<file path="src/rtl/pc_fetch_unit_pkg.sv">
// Shared definitions for the PC stage and decode: reset vector, redirect kinds, FSM states.
package pc_fetch_unit_pkg;

  localparam logic [31:0] RESET_VECTOR_DEF = 32'h0000_3000;

  typedef enum logic [1:0] {
    RK_BRANCH = 2'b00,
    RK_JUMP   = 2'b01,
    RK_REG    = 2'b10,
    RK_RSVD   = 2'b11
  } redirect_kind_t;

  typedef enum logic [1:0] {
    ST_BOOT = 2'b00,
    ST_RUN  = 2'b01,
    ST_HALT = 2'b10
  } state_t;

  // Signed word offset turned into a byte offset.
  function automatic logic [31:0] branch_offset(input logic [15:0] imm);
    return {{14{imm[15]}}, imm, 2'b00};
  endfunction

endpackage

</file>
<file path="src/rtl/pc_fetch_unit_target_calc.sv">
// Combinational next-PC candidates: sequential PC and the redirect target for a given kind.
module pc_target_calc
  import pc_fetch_unit_pkg::*;
(
  input  logic [31:0] pc,
  input  logic [1:0]  kind,
  input  logic [15:0] imm,
  input  logic [25:0] jump_target,
  input  logic [31:0] reg_target,
  output logic [31:0] pc_plus4,
  output logic [31:0] target,
  output logic        take,
  output logic        align_err
);

  // Target selection; the reserved kind yields no redirect.
  always_comb begin
    pc_plus4  = pc + 32'd4;
    target    = pc;
    take      = 1'b0;
    align_err = 1'b0;
    case (redirect_kind_t'(kind))
      RK_BRANCH: begin
        target = pc_plus4 + branch_offset(imm);
        take   = 1'b1;
      end
      RK_JUMP: begin
        target = {pc_plus4[31:28], jump_target, 2'b00};
        take   = 1'b1;
      end
      RK_REG: begin
        target    = reg_target;
        take      = 1'b1;
        align_err = |reg_target[1:0];
      end
      default: begin
        take = 1'b0;
      end
    endcase
  end

endmodule

</file>
<file path="src/rtl/pc_fetch_unit.sv">
// Program-counter stage: PC register, BOOT/RUN/HALT control, redirect/stall/handshake priority.
module pc_fetch_unit
  import pc_fetch_unit_pkg::*;
#(
  parameter logic [31:0] RESET_VECTOR = RESET_VECTOR_DEF
) (
  input  logic        clk,
  input  logic        rst,
  input  logic        stall,
  input  logic        fetch_ready,
  input  logic        redirect_valid,
  input  logic [1:0]  redirect_kind,
  input  logic [15:0] branch_imm,
  input  logic [25:0] jump_target,
  input  logic [31:0] reg_target,
  output logic [31:0] pc,
  output logic [31:0] pc_plus4,
  output logic        fetch_valid,
  output logic        misaligned
);

  state_t      state;
  logic [31:0] target;
  logic        take;
  logic        align_err;

  pc_target_calc u_target_calc (
    .pc          (pc),
    .kind        (redirect_kind),
    .imm         (branch_imm),
    .jump_target (jump_target),
    .reg_target  (reg_target),
    .pc_plus4    (pc_plus4),
    .target      (target),
    .take        (take),
    .align_err   (align_err)
  );

  // State, PC and registered status flags; redirect beats stall beats handshake.
  always_ff @(posedge clk) begin
    if (rst) begin
      state       <= ST_BOOT;
      pc          <= RESET_VECTOR;
      fetch_valid <= 1'b0;
      misaligned  <= 1'b0;
    end else begin
      case (state)
        ST_BOOT: begin
          state       <= ST_RUN;
          fetch_valid <= 1'b1;
        end
        ST_RUN: begin
          if (redirect_valid && take) begin
            if (align_err) begin
              state       <= ST_HALT;
              fetch_valid <= 1'b0;
              misaligned  <= 1'b1;
            end else begin
              pc <= target;
            end
          end else if (!stall && fetch_valid && fetch_ready) begin
            pc <= pc_plus4;
          end
        end
        ST_HALT: begin
          fetch_valid <= 1'b0;
        end
        default: begin
          state       <= ST_HALT;
          fetch_valid <= 1'b0;
        end
      endcase
    end
  end

endmodule

</file>
<file path="config.mk">
export PLATFORM = sky130hd
export DESIGN_NAME = pc_fetch_unit
export DESIGN_NICKNAME = d
export VERILOG_FILES = /design/src/rtl/pc_fetch_unit_pkg.sv /design/src/rtl/pc_fetch_unit_target_calc.sv /design/src/rtl/pc_fetch_unit.sv
export SDC_FILE = /design/constraint.sdc
export NUM_CORES = 1
export LEC_CHECK = 0
export BUFFER_PORTS_ARGS = -buffer_cell sky130_fd_sc_hd__clkbuf_2
export CAP_MARGIN = 30
export CORE_MARGIN = 4
export CORE_UTILIZATION = 34
export DETAILED_ROUTE_END_ITERATION = 12
export SYNTH_ARGS = -nofsm -noshare
export SYNTH_HDL_FRONTEND = slang
export SYNTH_SLANG_ARGS = --single-unit
</file>
<file path="constraint.sdc">
create_clock -name clk -period 12.1 [get_ports clk]
set_clock_uncertainty 0.2 [all_clocks]
set_input_delay 1.815 -clock clk [delete_from_list [all_inputs] [get_ports clk]]
set_output_delay 1.815 -clock clk [all_outputs]
set_load 0.01 [all_outputs]
</file>
==> results by group <==
Status
  • Status: finished, final reports clean

Worst setup path
  • CP Class: flip-flop to output pin
  • Max FO, Critical Path: 7
  • Worst EP arrival: 2.89 ns
  • Crit-path cells: and4_1 -> nand3_2 -> nor3_1 -> nand4_1 -> xnor2_1 -> clkbuf_2
  • Crit start category: flip-flop
  • Setup crit end kind: output pin
  • Crit-path leading delay family: simple AND/OR/NAND/NOR gates
  • Master of the slowest instance on the critical path: nor3_1
  • CP Data Required Time: 10.09 ns
  • Worst Path Buf+Inv: 1
  • Worst path max stage delay: 0.68 ns

Drt
  • Initial DRC Count: 426
  • Drc violations: 0
  • WL/cell: 18.8 µm
  • DR vias: 5427
  • Total Wirelength: 17600 µm
  • Vias per cell: 5.79
  • TritonRoute pass-1 iters: 6
  • Final ANT Viol Nets: 0

Layout
  • Area growth from synthesis to layout: 19.8%
  • Final core occ: 0.414
  • Fill cells: 1477
  • Commonest non-fill, non-tap cell in the layout: clkbuf_2
  • # diodes: 0
  • Post-Layout Cell Count: 937
  • Share of post-route cells with drive strength above 1: 0.240
  • Most frequent cells in the layout: 146 x clkbuf_2, 60 x a21oi_1, 49 x nor2_1, 45 x o21ai_0, 44 x nand2_1
  • Multi-input logic area: 3800 µm²
  • FF+latch area: 721 µm²
  • Final nets: 878

Global routing
  • Initial antenna violation count: 0
  • First-pass GRT wire length: 27900 µm
  • Largest net degree at the start of global routing: 49
  • Tot GR Track Use: 0.213
  • Residual overflow from global routing: 0
  • Vias in the first global route: 5134

Synthesis
  • Yosys cell types: 75
  • Net count after synthesis: 757
  • Area leader, netlist: dfxtp_1
  • Sequential area share after synthesis: 0.150
  • Mapped Cells: 635
  • Post-synth ARST share: 0
  • Synth top area share: 0.150
  • Syn avg cell area: 7.56 µm²
  • Synthesized area: 4800 µm²
  • Synth warn: 0
  • #FFs+latches synth: 36
  • Largest cells by area after synthesis: dfxtp_1 15%, ha_1 10%, a21oi_1 6.3%
  • Post-synth top flop: dfxtp_1
  • Post-synth EDFFs: 0

CTS
  • Hold Buf Count CTS: 0
  • Clock Sinks: 36
  • Num CTS Buffers: 5
  • CTS root buf: clkbuf_16
  • CTS tree: built
  • Clk pin slew, worst setup/hold paths: 0.06 ns
  • CTS resizes: 0
  • Post-CTS Setup Inserts: 0
  • Clock Latency Late Sink: 0.29 ns
  • CTS Buffer Depth: 2
  • H-Tree Depth: 2

Power
  • PD cells: 75.4 nW/µm²
  • Total Power: 0.000434 W
  • Register share of total power: 0.299
  • Internal power consumption: 0.000280 W
  • Leak Pwr: 2.58 nW
  • Clock power share: 0.350
  • Switching Share: 0.354
  • Comb power frac: 0.350
  • Net Sw Power: 0.000154 W
  • IR Drop Worst-Case VDD: 45.9 µV

STA
  • Final Hold Fails: 0
  • Hold_ws: 0.277 ns
  • Worst Tran Pin Value: 0.830 ns
  • Unrepaired setup endpoints after global routing: false
  • Final setup TNS: 0 ns
  • Period utilization: 0.406
  • Fin. max-slew vios: 0
  • Worst slew margin: 0.447
  • Setup violations, final: 0
  • Min Clock Period, post-route: 4.91 ns
  • Fmax: 204 MHz

Floorplanning
  • Die H: 127 µm
  • Die Area: 16100 µm²
  • Die W: 127 µm
  • Starting Density: 0.346
  • I/O Pins: 147
  • Row count: 43
  • Core area: 13900 µm²

Placed design
  • Post-detail-place hpwl: 13400 µm
  • Dpl cells: 929
  • Port Buffers: 146
  • Gpl congestion: 0.934

Worst hold path
  • Hold Path Class: flip-flop to flip-flop

Run
  • Max-Cap Viols: 0
==> per-stage QoR <==
| step | setup WS (ns) | instance area [µm²] |
|---|---|---|
| 6_report | 7.19 | 5750 |
| 5_1_grt | 7.05 | 5750 |
| 4_1_cts | 7.20 | 5750 |
| 3_5_place_dp | 7.17 | 5590 |
| 3_3_place_gp | 7.23 | 5590 |
| 2_1_floorplan | 7.89 | 4800 |
==> cell type report <==
type / instances / share of cell area
clock buffers: 6 / 0.0224
clock inverters: 2 / 0.00609
inverters: 14 / 0.00913
multi-input cells: 545 / 0.661
flip-flops and latches: 36 / 0.125
well taps: 180 / 0.0391
repair buffers: 154 / 0.137
==> cell families after synthesis <==
| kind of cell | after synthesis | share of synthesized area |
|---|---|---|
| buf+inv | 54 | 0.0594 |
| fa+ha+maj | 41 | 0.108 |
| simple gates | 212 | 0.245 |
| mux | 3 | 0.00625 |
| compound gates | 239 | 0.335 |
| flops | 36 | 0.150 |
| xor+xnor | 50 | 0.0956 |
==> state kept, by name (all words and copies together), names as in the netlist <==
name         cells
pc              32
state            2
fetch_valid      1
misaligned       1
==> power by group through the flow <==
stage               sequential [W]  combinational (W)  clock, W
floorplan                 0.000132          0.0000997         0
finish                    0.000130           0.000152  0.000152
global route              0.000131           0.000169  0.000157
global placement          0.000132           0.000151         0
CTS                       0.000130           0.000151  0.000155
detailed placement        0.000132           0.000151         0
==> cells in the mapped netlist (8+ instances only) <==
cell       n
a21oi_1   60
nand2_1   44
nor2_1    49
a211oi_1  14
and3_1    12
o21ai_0   45
xnor2_1   31
a221oi_1  11
nand3_1   25
a21o_1     8
ha_1      40
a22oi_1   19
o211ai_1  12
nand4_1   11
xor2_1    17
dfxtp_1   36
clkbuf_1  25
inv_1     14
nor3_1    17
==> path summary, 6_finish.rpt <==
kind / depth (start not counted) / end / from / slack (ns)
max: 6 / pc_plus4[25] / pc[5]$_SDFFE_PP0P_ / 7.19
min: 1 / state[0]$_SDFFE_PP0P_ / state[1]$_SDFFE_PP0P_ / 0.28
max reg2reg: 13 / pc[31]$_SDFFE_PP0P_ / pc[5]$_SDFFE_PP0P_ / 7.42
min reg2reg: 1 / state[0]$_SDFFE_PP0P_ / state[1]$_SDFFE_PP0P_ / 0.28
==> worst register-to-register path, delay by kind of cell, from the launching register on <==
family                     cells  cell delay [ns]
xor gates and xnor gates       1             0.43
adders and majority gates      1             0.37
and+or+nand+nor                7             2.13
DFF                            1             0.46
AOI/OAI and AO/OA              4             0.98
==> per-layer routing <==
metal	up-vias	track usage	wire length (µm)
met5	-	0	0
met4	0	0.0486	311
met3	22	0.0354	1390
met2	230	0.349	8020
met1	2504	0.295	7860
li1	2671	-	-
Power figures use the tool's default switching activity.
